--- src/rtl/neopixel_frame_ctrl.sv ---
// Double-buffered pixel store and frame sequencer for neopixel_tx_fsm: NUM_PIXELS data words then LATCH_WORDS latch words.
// Bank swaps and frame starts are serviced only in IDLE, so a frame in flight always completes from its own bank.
module neopixel_frame_ctrl #(
  parameter int NUM_PIXELS   = 18,
  parameter int ADDR_W       = 5,
  parameter int LATCH_WORDS  = 2,
  parameter int FRAME_PERIOD = 20460,
  parameter int PER_W        = 16
) (
  input  logic              clk,
  input  logic              rst,
  input  logic              wr_en,
  input  logic [ADDR_W-1:0] wr_addr,
  input  logic [23:0]       wr_data,
  input  logic              commit,
  input  logic              start,
  input  logic              auto_en,
  input  logic              rd_next,
  output logic              tx_enable,
  output logic              empty_flg,
  output logic [23:0]       neo_dIn,
  output logic              rgb_msgTyp,
  output logic              busy,
  output logic              frame_done,
  output logic              front_sel
);

  localparam int LC_W = (LATCH_WORDS > 1) ? $clog2(LATCH_WORDS) : 1;

  typedef enum logic [1:0] {IDLE, SEND, LATCH} state_t;

  state_t            r_state;
  state_t            w_state_nxt;
  logic [23:0]       r_bank [2][NUM_PIXELS];
  logic              r_front_sel;
  logic              r_start_pend;
  logic              r_commit_pend;
  logic              r_frame_done;
  logic [ADDR_W-1:0] r_index;
  logic [LC_W-1:0]   r_latch_cnt;
  logic [PER_W-1:0]  r_timer;

  logic              w_back_sel;
  logic              w_timer_exp;
  logic              w_do_swap;
  logic              w_take_start;
  logic              w_adv_pix;
  logic              w_enter_latch;
  logic              w_dec_latch;
  logic              w_frame_end;
  logic [23:0]       w_front_pix;

  assign w_back_sel  = ~r_front_sel;
  assign w_timer_exp = auto_en && (r_timer == PER_W'(FRAME_PERIOD - 1));
  assign busy        = (r_state != IDLE);
  assign frame_done  = r_frame_done;
  assign front_sel   = r_front_sel;

  always_ff @(posedge clk or negedge rst) begin
    if (!rst) begin
      r_timer <= '0;
    end else if (!auto_en || w_timer_exp) begin
      r_timer <= '0;
    end else begin
      r_timer <= r_timer + 1'b1;
    end
  end

  // A new request arriving in the same cycle one is taken re-arms the flag.
  always_ff @(posedge clk or negedge rst) begin
    if (!rst) begin
      r_start_pend  <= 1'b0;
      r_commit_pend <= 1'b0;
      r_front_sel   <= 1'b0;
    end else begin
      r_start_pend  <= (r_start_pend && !w_take_start) || start || w_timer_exp;
      r_commit_pend <= (r_commit_pend && !w_do_swap) || commit;
      if (w_do_swap) begin
        r_front_sel <= ~r_front_sel;
      end
    end
  end

  // Out-of-range addresses match no entry and so fall through untouched.
  always_ff @(posedge clk or negedge rst) begin
    if (!rst) begin
      for (int b = 0; b < 2; b++) begin
        for (int i = 0; i < NUM_PIXELS; i++) begin
          r_bank[b][i] <= '0;
        end
      end
    end else if (wr_en) begin
      for (int i = 0; i < NUM_PIXELS; i++) begin
        if (wr_addr == ADDR_W'(i)) begin
          r_bank[w_back_sel][i] <= wr_data;
        end
      end
    end
  end

  always_comb begin
    w_front_pix = '0;
    for (int i = 0; i < NUM_PIXELS; i++) begin
      if (r_index == ADDR_W'(i)) begin
        w_front_pix = r_bank[r_front_sel][i];
      end
    end
  end

  always_ff @(posedge clk or negedge rst) begin
    if (!rst) begin
      r_state      <= IDLE;
      r_index      <= '0;
      r_latch_cnt  <= '0;
      r_frame_done <= 1'b0;
    end else begin
      r_state      <= w_state_nxt;
      r_frame_done <= w_frame_end;
      if (w_take_start) begin
        r_index <= '0;
      end else if (w_adv_pix) begin
        r_index <= r_index + 1'b1;
      end
      if (w_enter_latch) begin
        r_latch_cnt <= LC_W'(LATCH_WORDS - 1);
      end else if (w_dec_latch) begin
        r_latch_cnt <= r_latch_cnt - 1'b1;
      end
    end
  end

  always_comb begin
    w_state_nxt   = r_state;
    w_do_swap     = 1'b0;
    w_take_start  = 1'b0;
    w_adv_pix     = 1'b0;
    w_enter_latch = 1'b0;
    w_dec_latch   = 1'b0;
    w_frame_end   = 1'b0;
    tx_enable     = 1'b0;
    empty_flg     = 1'b1;
    rgb_msgTyp    = 1'b0;
    neo_dIn       = '0;
    case (r_state)
      IDLE: begin
        // Commit wins over start so the freshly committed bank is the one sent.
        if (r_commit_pend) begin
          w_do_swap = 1'b1;
        end else if (r_start_pend) begin
          w_take_start = 1'b1;
          w_state_nxt  = SEND;
        end
      end
      SEND: begin
        tx_enable  = 1'b1;
        empty_flg  = 1'b0;
        rgb_msgTyp = 1'b1;
        neo_dIn    = w_front_pix;
        if (rd_next) begin
          if (r_index == ADDR_W'(NUM_PIXELS - 1)) begin
            w_enter_latch = 1'b1;
            w_state_nxt   = LATCH;
          end else begin
            w_adv_pix = 1'b1;
          end
        end
      end
      LATCH: begin
        tx_enable = 1'b1;
        empty_flg = 1'b0;
        if (rd_next) begin
          if (r_latch_cnt == '0) begin
            w_frame_end = 1'b1;
            w_state_nxt = IDLE;
          end else begin
            w_dec_latch = 1'b1;
          end
        end
      end
      default: w_state_nxt = IDLE;
    endcase
  end

endmodule

--- config.mk ---
export PLATFORM = sky130hd
export DESIGN_NAME = neopixel_frame_ctrl
export DESIGN_NICKNAME = d
export VERILOG_FILES = /design/src/rtl/neopixel_frame_ctrl.sv
export SDC_FILE = /design/constraint.sdc
export NUM_CORES = 1
export LEC_CHECK = 0
export BUFFER_PORTS_ARGS = -buffer_cell sky130_fd_sc_hd__buf_4
export CORE_MARGIN = 2
export CORE_UTILIZATION = 40
export CTS_BUF_LIST = sky130_fd_sc_hd__clkbuf_8
export DETAILED_ROUTE_END_ITERATION = 8
export RECOVER_POWER = 100
export SETUP_SLACK_MARGIN = 0.3
export SLEW_MARGIN = 20
export SYNTH_ARGS = -nofsm -noshare
export SYNTH_HDL_FRONTEND = slang
export SYNTH_SLANG_ARGS = --single-unit
--- constraint.sdc ---
create_clock -name clk -period 3.6 [get_ports clk]
set_input_delay 0.54 -clock clk [delete_from_list [all_inputs] [get_ports clk]]
set_output_delay 0.54 -clock clk [all_outputs]
set_load 0.005 [all_outputs]
==> run_summary.xml, run 1 <==
<?xml version="1.0" encoding="UTF-8"?>
<metrics>
  <group name="outcome">
    <metric name="status" unit="">finished with violations</metric>
    <metric name="violations_in_the_final_reports" unit="">max-capacitance violations, max-slew violations, negative setup slack</metric>
  </group>
  <group name="place">
    <metric name="port_buffers" unit="">65</metric>
    <metric name="placed_cell_area" unit="um2">45600</metric>
    <metric name="gpl.final_weighted_congestion" unit="">0.883</metric>
    <metric name="detailed_place_hpwl" unit="um">77400</metric>
  </group>
  <group name="cts">
    <metric name="ctsRootBufferMaster" unit="">clkbuf_8</metric>
    <metric name="tritoncts.num_buffers" unit="">151</metric>
    <metric name="worstSkewPairLatency" unit="ps">820</metric>
    <metric name="htree_levels" unit="">4</metric>
    <metric name="clk_transition_reported_paths" unit="ps">60</metric>
    <metric name="clock_sinks" unit="">892</metric>
    <metric name="buffers_from_clock_root_to_sink_at_most" unit="">3</metric>
    <metric name="cts_tree" unit="">done</metric>
  </group>
  <group name="worst_setup_path">
    <metric name="crit_path_max_fanout" unit="">6</metric>
    <metric name="worst_setup_path_end_kind" unit="">output pin</metric>
    <metric name="regToRegStartpoint" unit="">front_sel</metric>
    <metric name="timing_worst_setup_path_type" unit="">reg2out</metric>
    <metric name="required_time_at_the_worst_slack_endpoint" unit="ps">3060</metric>
    <metric name="cells_on_worst_reg2reg_path" unit="">7</metric>
    <metric name="timing.critical_path.arrival" unit="ps">3370</metric>
    <metric name="rrSetupSlack" unit="ps">720</metric>
    <metric name="critical_path.startpoint_type" unit="">flop</metric>
    <metric name="worstReg2RegEnd" unit="">r_bank[19]</metric>
  </group>
  <group name="global_routing">
    <metric name="grt_pass1_vias" unit="">28500</metric>
    <metric name="grt_remaining_overflow" unit="">0</metric>
    <metric name="global_route_wire_length_before_repair" unit="um">189000</metric>
    <metric name="grt_start_max_net_pins" unit="">94</metric>
    <metric name="grt_antenna_before_repair" unit="">3</metric>
    <metric name="grt_total_usage" unit="">0.232</metric>
  </group>
  <group name="timing">
    <metric name="fin_hold_ws" unit="ps">329</metric>
    <metric name="slew_viol_final" unit="">86</metric>
    <metric name="timing.final.setup_violations" unit="">24</metric>
    <metric name="final_min_period_over_clock_period" unit="">1.09</metric>
    <metric name="layout_setup_ws" unit="ps">-315</metric>
    <metric name="relSlewSlack" unit="">-0.706</metric>
    <metric name="final_layout_setup_total_negative_slack" unit="ps">-6000</metric>
    <metric name="timing.final.crit_period" unit="ps">3910</metric>
    <metric name="unrepaired_setup_endpoints_after_global_routing" unit="">yes</metric>
    <metric name="achievable-frequency" unit="GHz">0.255</metric>
    <metric name="skew" unit="ps">21.7</metric>
    <metric name="tightest_slew" unit="ps">2560</metric>
    <metric name="finalHoldViolCount" unit="">0</metric>
  </group>
  <group name="floorplan">
    <metric name="io_pins" unit="">66</metric>
    <metric name="die_area" unit="um2">109000</metric>
    <metric name="fp.dieH" unit="um">331</metric>
    <metric name="floorplan.rows" unit="">119</metric>
    <metric name="initial_utilization" unit="">0.404</metric>
    <metric name="die_x" unit="um">331</metric>
    <metric name="floorplan.core_area" unit="um2">106000</metric>
  </group>
  <group name="routing">
    <metric name="vias_per_cell" unit="">5.73</metric>
    <metric name="route.vias.total" unit="">28400</metric>
    <metric name="drcViolationCount" unit="">0</metric>
    <metric name="detailed_route_iter0_violations" unit="">2068</metric>
    <metric name="wl_cell" unit="um">25.6</metric>
    <metric name="number_of_detailed_route_iterations_in_the_first_pass" unit="">6</metric>
    <metric name="drt_wl_total" unit="um">127000</metric>
    <metric name="postRouteAntennaNets" unit="">0</metric>
  </group>
  <group name="synth">
    <metric name="syn_inst" unit="">3256</metric>
    <metric name="synth_sequential_area_ratio" unit="">0.523</metric>
    <metric name="synthesis.area_per_instance" unit="um2">13.1</metric>
    <metric name="synth.cell_area" unit="um2">42600</metric>
    <metric name="yosys.cell_types.count" unit="">60</metric>
    <metric name="post_synth_edffs" unit="">0</metric>
    <metric name="yosysWarningCount" unit="">0</metric>
    <metric name="synth.ff_latch_count" unit="">892</metric>
    <metric name="yosys_most_used_dff" unit="">dfrtp_1</metric>
    <metric name="syn_nets" unit="">3301</metric>
    <metric name="async_flop_share" unit="">1.00</metric>
  </group>
  <group name="cells_and_area">
    <metric name="final_core_util" unit="">0.485</metric>
    <metric name="finish.instance_area" unit="um2">51200</metric>
    <metric name="drive_above_1_share" unit="">0.505</metric>
    <metric name="areaGrowthSynthToFinish" unit="%">20.0</metric>
    <metric name="final_net_count" unit="">3523</metric>
  </group>
  <group name="power_and_ir_drop">
    <metric name="leakagePower" unit="nW">23.8</metric>
    <metric name="power_per_cell_area" unit="nW/um2">695</metric>
    <metric name="total_power" unit="W">0.0356</metric>
    <metric name="worst_ir_drop_on_vdd" unit="mV">0.328</metric>
  </group>
  <group name="worst_hold_path">
    <metric name="min_delay_path_depth" unit="">2</metric>
    <metric name="hold-path-endpoint" unit="">r_bank[368]</metric>
    <metric name="hp-class" unit="">in2reg</metric>
    <metric name="hold_path.startpoint" unit="">wr_data[8]</metric>
  </group>
  <group name="job">
    <metric name="drv.max_cap_violation_count" unit="">1</metric>
  </group>
</metrics>
## cell usage after synthesis (all sizes together) (2+ instances only)
cell,n,area (um2)
mux2,1016,11400
dfrtp,892,22300
mux2i,259,2590
o21ai,165,826
clkbuf,164,627
buf,138,777
nand2,62,233
a21oi,58,290
nor2,51,206
a22oi,46,345
a211oi,45,338
nand3,35,175
nor3,32,160
nor2b,27,169
o22ai,26,163
a2111oi,24,210
a31oi,24,150
and2,24,150
o221ai,23,201
a221oi,22,193
or3,22,138
xor2,11,96.3
inv,10,37.5
ha,9,113
nand4bb,8,90.1
xnor2,7,61.3
and3,6,37.5
nor4b,6,86.3
nor3b,5,52.6
nor4bb,5,65.1
nand4b,4,41.3
and4,3,26.3
nand2b,3,18.8
nand3b,3,22.5
nand4,3,18.8
a21o,2,15.0
and4b,2,20.0
and4bb,2,25.0
o2111ai,2,17.5
or4b,2,23.8
## flip-flops by register name, summed over array words and instances, names as in the netlist
signal,count
r_latch_cnt,1
r_start_pend,1
r_commit_pend,1
r_bank,864
frame_done,1
r_state,2
r_timer,16
r_index,5
front_sel,1
## worst max path at each step
stage / from / to / slack (ps) / cells after the start
2_1_floorplan: r_index[4] / neo_dIn[8] / 590 / 12
3_5_place_dp: r_index[0] / neo_dIn[18] / -20 / 10
4_1_cts: r_index[0] / neo_dIn[0] / -350 / 10
5_1_grt: r_index[0] / neo_dIn[15] / -400 / 14
6_report: r_index[0] / neo_dIn[0] / -310 / 12
3_3_place_gp: r_index[0] / neo_dIn[18] / -120 / 10
## kinds of logic after synthesis
logic type               Yosys count  synth area share
adder cells (fa/ha/maj)            9           0.00264
XOR/XNOR                          18           0.00370
AND/OR/NAND/NOR                  306            0.0414
buffers and inverters            312            0.0338
flip-flops                       892             0.523
multiplexers                    1275             0.329
AO/OA/AOI/OAI                    444            0.0660
## metrics by stage
stage               instances  worst slack [ps]
global route             4952              -398
detailed placement       4621             -21.4
CTS                      4921              -351
global placement         4621              -118
finish                   4956              -315
floorplan                3256               590
## routing by layer
| layer | vias up | share of wire | track usage |
|---|---|---|---|
| met5 | - | 0.000087 | 0 |
| met4 | 2 | 0.039 | 0.0974 |
| met3 | 228 | 0.059 | 0.0487 |
| met2 | 774 | 0.44 | 0.341 |
| met1 | 15000 | 0.46 | 0.332 |
| li1 | 12400 | - | - |
## worst max-delay path: stages (launching register included)
cell,delay (ps)
dfrtp_2,450
inv_4,80
ha_4,160
or4b_4,560
buf_6,160
buf_12,140
a31oi_4,180
buf_6,150
o21ai_2,60
buf_6,130
a211oi_2,240
buf_4,150
buf_6,80
## where the power goes
part / total, W / leakage (nW) / internal (W) / switching [W]
clock network: 0.00847 / 1.54 / 0.00438 / 0.00409
registers: 0.0140 / 11.8 / 0.0127 / 0.00131
logic: 0.0131 / 10.4 / 0.00681 / 0.00629
## layout by cell type (no fill, tap or decap), types with 26 or more instances in the layout
cell type	count
a21oi_1	50
a22oi_1	37
buf_12	37
buf_4	233
buf_6	48
clkbuf_8	176
dfrtp_1	888
inv_1	49
mux2_2	1016
mux2i_1	256
nand2_1	61
nor2_1	31
nor2b_1	26
nor3_1	31
o21ai_0	109
## final cells by class
class	count	area, um2
Sequential cell	892	22300
Timing Repair Buffer	370	3840
Inverter	10	42.5
Antenna cell	5	12.5
Clock inverter	60	310
Tap cell	1391	1740
Fill cell	9244	54400
Clock buffer	175	2410
Multi-Input combinational cell	2053	20500
## repair_timing
item	4_1_cts	5_1_grt
hold buffers	6	0
endpoints found under the setup margin	24	24
pin swaps	51	48
hold endpoints to repair	70	0
buffers inserted	45	28
gates cloned	14	2
resized for setup	289	115
Power figures use the tool's default switching activity.
==> inputs of run 2 (changes only) <==
- CELL_PAD_IN_SITES_DETAIL_PLACEMENT: unset -> 1
- CELL_PAD_IN_SITES_GLOBAL_PLACEMENT: unset -> 2
- PLACE_DENSITY_LB_ADDON: unset -> 0.1
==> run 2 against run 1 <==
Net effect:
- the flow still finishes with violations (max-capacitance violations, max-slew violations, negative setup slack)
- cell area decreased by 0.36%
- worst setup slack got worse by 78 ps
- combinational power fell by 6%
- critical endpoint is now neo_dIn[8]
- largest cell class unchanged
- largest power group unchanged
==> run_summary.xml, run 2 (same netlist as run 1, synthesis figures left out) <==
<?xml version="1.0" encoding="UTF-8"?>
<metrics>
  <group name="outcome">
    <metric name="status" unit="">finished with violations</metric>
    <metric name="violations_in_the_final_reports" unit="">max-capacitance violations, max-slew violations, negative setup slack</metric>
  </group>
  <group name="cells_and_area">
    <metric name="largest_register_ff_count" unit="">864</metric>
    <metric name="largest_register" unit="">r_bank</metric>
    <metric name="num-fill-cells" unit="">10600</metric>
    <metric name="layout_top_registers" unit="">r_bank (864), r_timer (16), r_index (5)</metric>
    <metric name="most-common-layout-cells" unit="">mux2_2, dfrtp_1, mux2i_1, clkbuf_8, buf_4</metric>
    <metric name="finish.instance_area" unit="um2">51000</metric>
    <metric name="final-seq-area" unit="um2">22300</metric>
    <metric name="drive_above_1_share" unit="">0.499</metric>
    <metric name="final_standard_cell_count_with_taps_included_and_fillers_excluded" unit="">4937</metric>
    <metric name="layout.cells.most_common" unit="">mux2_2</metric>
    <metric name="areaGrowthSynthToFinish" unit="%">19.6</metric>
    <metric name="multi_input_area" unit="um2">20500</metric>
    <metric name="final_net_count" unit="">3470</metric>
  </group>
  <group name="routing">
    <metric name="number_of_detailed_route_iterations_in_the_first_pass" unit="">5</metric>
    <metric name="wl_cell" unit="um">29.7</metric>
    <metric name="routed-wl-met2" unit="um">68100</metric>
    <metric name="met3_wirelength" unit="um">6580</metric>
    <metric name="m1WireLength" unit="um">66000</metric>
    <metric name="postRouteAntennaNets" unit="">0</metric>
    <metric name="drcViolationCount" unit="">0</metric>
    <metric name="vias_per_cell" unit="">5.80</metric>
    <metric name="route.vias.total" unit="">28600</metric>
    <metric name="top_signal_layer_used" unit="">met4</metric>
    <metric name="drt_wl_total" unit="um">147000</metric>
    <metric name="detailed_route_iter0_violations" unit="">1766</metric>
  </group>
  <group name="timing">
    <metric name="finalHoldViolCount" unit="">0</metric>
    <metric name="relSlewSlack" unit="">-0.241</metric>
    <metric name="final_min_period_over_clock_period" unit="">1.11</metric>
    <metric name="tightest_slew" unit="ps">1860</metric>
    <metric name="timing.final.crit_period" unit="ps">3990</metric>
    <metric name="layout_setup_ws" unit="ps">-392</metric>
    <metric name="unrepaired_setup_endpoints_after_global_routing" unit="">yes</metric>
    <metric name="skew" unit="ps">32.8</metric>
    <metric name="achievable-frequency" unit="GHz">0.250</metric>
    <metric name="timing.final.setup_violations" unit="">24</metric>
    <metric name="slew_viol_final" unit="">166</metric>
  </group>
  <group name="floorplan">
    <metric name="die_area" unit="um2">109000</metric>
    <metric name="die_x" unit="um">331</metric>
    <metric name="fp.dieH" unit="um">331</metric>
    <metric name="floorplan.rows" unit="">119</metric>
    <metric name="initial_utilization" unit="">0.404</metric>
    <metric name="floorplan.core_area" unit="um2">106000</metric>
    <metric name="io_pins" unit="">66</metric>
  </group>
  <group name="worst_setup_path">
    <metric name="worst_setup_path_end_kind" unit="">output pin</metric>
    <metric name="critical-path-slowest-cell" unit="">dfrtp_2</metric>
    <metric name="critical_path.startpoint_type" unit="">flop</metric>
    <metric name="rrSetupSlack" unit="ps">560</metric>
    <metric name="crit_path_max_fanout" unit="">7</metric>
    <metric name="worstReg2RegEnd" unit="">r_bank[20]</metric>
    <metric name="worst_path_largest_cell_delay" unit="ps">440</metric>
    <metric name="regToRegStartpoint" unit="">front_sel</metric>
    <metric name="required_time_at_the_worst_slack_endpoint" unit="ps">3060</metric>
    <metric name="timing.critical_path.arrival" unit="ps">3450</metric>
    <metric name="critical_path.startpoint" unit="">r_index[1]</metric>
    <metric name="timing_worst_setup_path_type" unit="">reg2out</metric>
    <metric name="cells_on_worst_reg2reg_path" unit="">7</metric>
    <metric name="timing.critical_path.cells" unit="">buf_4 &gt; ha_4 &gt; buf_8 &gt; or4b_4 &gt; buf_12 &gt; buf_16 &gt; o211ai_1 &gt; a31o_4 &gt; a211o_4 &gt; a221oi_2 &gt; buf_4 &gt; buf_6</metric>
    <metric name="most_frequent_cp_cell" unit="">buf_4</metric>
  </group>
  <group name="global_routing">
    <metric name="grt_remaining_overflow" unit="">0</metric>
    <metric name="grt_total_usage" unit="">0.268</metric>
    <metric name="global_route_wire_length_before_repair" unit="um">215000</metric>
    <metric name="grt_start_max_net_pins" unit="">109</metric>
    <metric name="grt_pass1_vias" unit="">31700</metric>
    <metric name="grt_antenna_before_repair" unit="">5</metric>
  </group>
  <group name="job">
    <metric name="drv.max_cap_violation_count" unit="">2</metric>
  </group>
  <group name="place">
    <metric name="placed_cell_area" unit="um2">45200</metric>
    <metric name="placed_cells" unit="">4562</metric>
    <metric name="detailed_place_hpwl" unit="um">86900</metric>
    <metric name="gpl.final_weighted_congestion" unit="">0.846</metric>
    <metric name="place_worst_setup_slack" unit="ps">-59.5</metric>
    <metric name="port_buffers" unit="">65</metric>
  </group>
  <group name="power_and_ir_drop">
    <metric name="worst_ir_drop_on_vdd" unit="mV">0.354</metric>
    <metric name="leakagePower" unit="nW">23.7</metric>
    <metric name="total_power" unit="W">0.0357</metric>
    <metric name="power_per_cell_area" unit="nW/um2">701</metric>
  </group>
  <group name="worst_hold_path">
    <metric name="hold-path-endpoint" unit="">r_bank[296]</metric>
    <metric name="hp-class" unit="">in2reg</metric>
    <metric name="min_delay_path_depth" unit="">2</metric>
    <metric name="hold_path.startpoint" unit="">wr_data[8]</metric>
  </group>
  <group name="cts">
    <metric name="clock_sinks" unit="">892</metric>
    <metric name="htree_levels" unit="">4</metric>
    <metric name="worstSkewPairLatency" unit="ps">840</metric>
    <metric name="tritoncts.num_buffers" unit="">159</metric>
    <metric name="cts_tree" unit="">done</metric>
    <metric name="buffers_from_clock_root_to_sink_at_most" unit="">3</metric>
    <metric name="ctsRootBufferMaster" unit="">clkbuf_8</metric>
    <metric name="clk_transition_reported_paths" unit="ps">70</metric>
  </group>
</metrics>
-- run 2: changes by cell type in the layout (fill, tap and decap cells not counted), sizes merged --
cell      change
bufbuf        -3
bufinv        +1
buf          -60
clkbuf       +28
inv           +9
clkinvlp      -2
or4b          +2
diode         +6
-- run 2: power by group --
group / internal [W] / switching (W)
sequential: 0.0127 / 0.00140
clock: 0.00507 / 0.00422
combinational: 0.00616 / 0.00616
-- run 2: layout make-up --
cell class,instances,area share
multi-input cells,2055,0.402
inverters,10,0.000834
clock buffers,203,0.0548
clock inverters,68,0.00613
diodes,11,0.000540
flip-flops and latches,892,0.438
repair buffers,307,0.0632
well taps,1391,0.0341
-- run 2: timing repair --
action | 4_1_cts | 5_1_grt
setup buffers | 56 | 11
endpoints found under the hold margin | 43 | 0
hold buffers | 6 | 0
setup endpoints to repair | 24 | 24
gates cloned | 15 | 5
pin swaps | 43 | 58
gates resized for setup | 272 | 101
-- run 2: worst max-delay path by stage --
stage,to,slack (ps),cells after the start
2_1_floorplan,neo_dIn[8],590,12
3_3_place_gp,neo_dIn[3],-20,8
3_5_place_dp,neo_dIn[3],-60,8
4_1_cts,neo_dIn[8],-400,8
5_1_grt,neo_dIn[8],-490,11
6_report,neo_dIn[8],-390,12
-- run 2: layer usage --
metal,track usage,up-vias
met5,0,-
met4,0.104,0
met3,0.0450,282
met2,0.427,621
met1,0.366,15500
li1,-,12300
-- run 2: through the flow --
step / hold WS (ps) / TNS (ps) / util
CTS: 226 / -7800 / 0.478
global placement: 428 / -20.5 / 0.428
detailed placement: 444 / -59.5 / 0.428
finish: 298 / -7250 / 0.483
floorplan: 244 / 0 / -
global route: 288 / -25350 / 0.483
-- run 2: critical path, delay by kind of cell, from the launching register on --
family          cells  cell delay [ps]
compound gates      4              950
fa+ha+maj           1              160
buf+inv             6              800
flops               1              440
simple gates        1              240
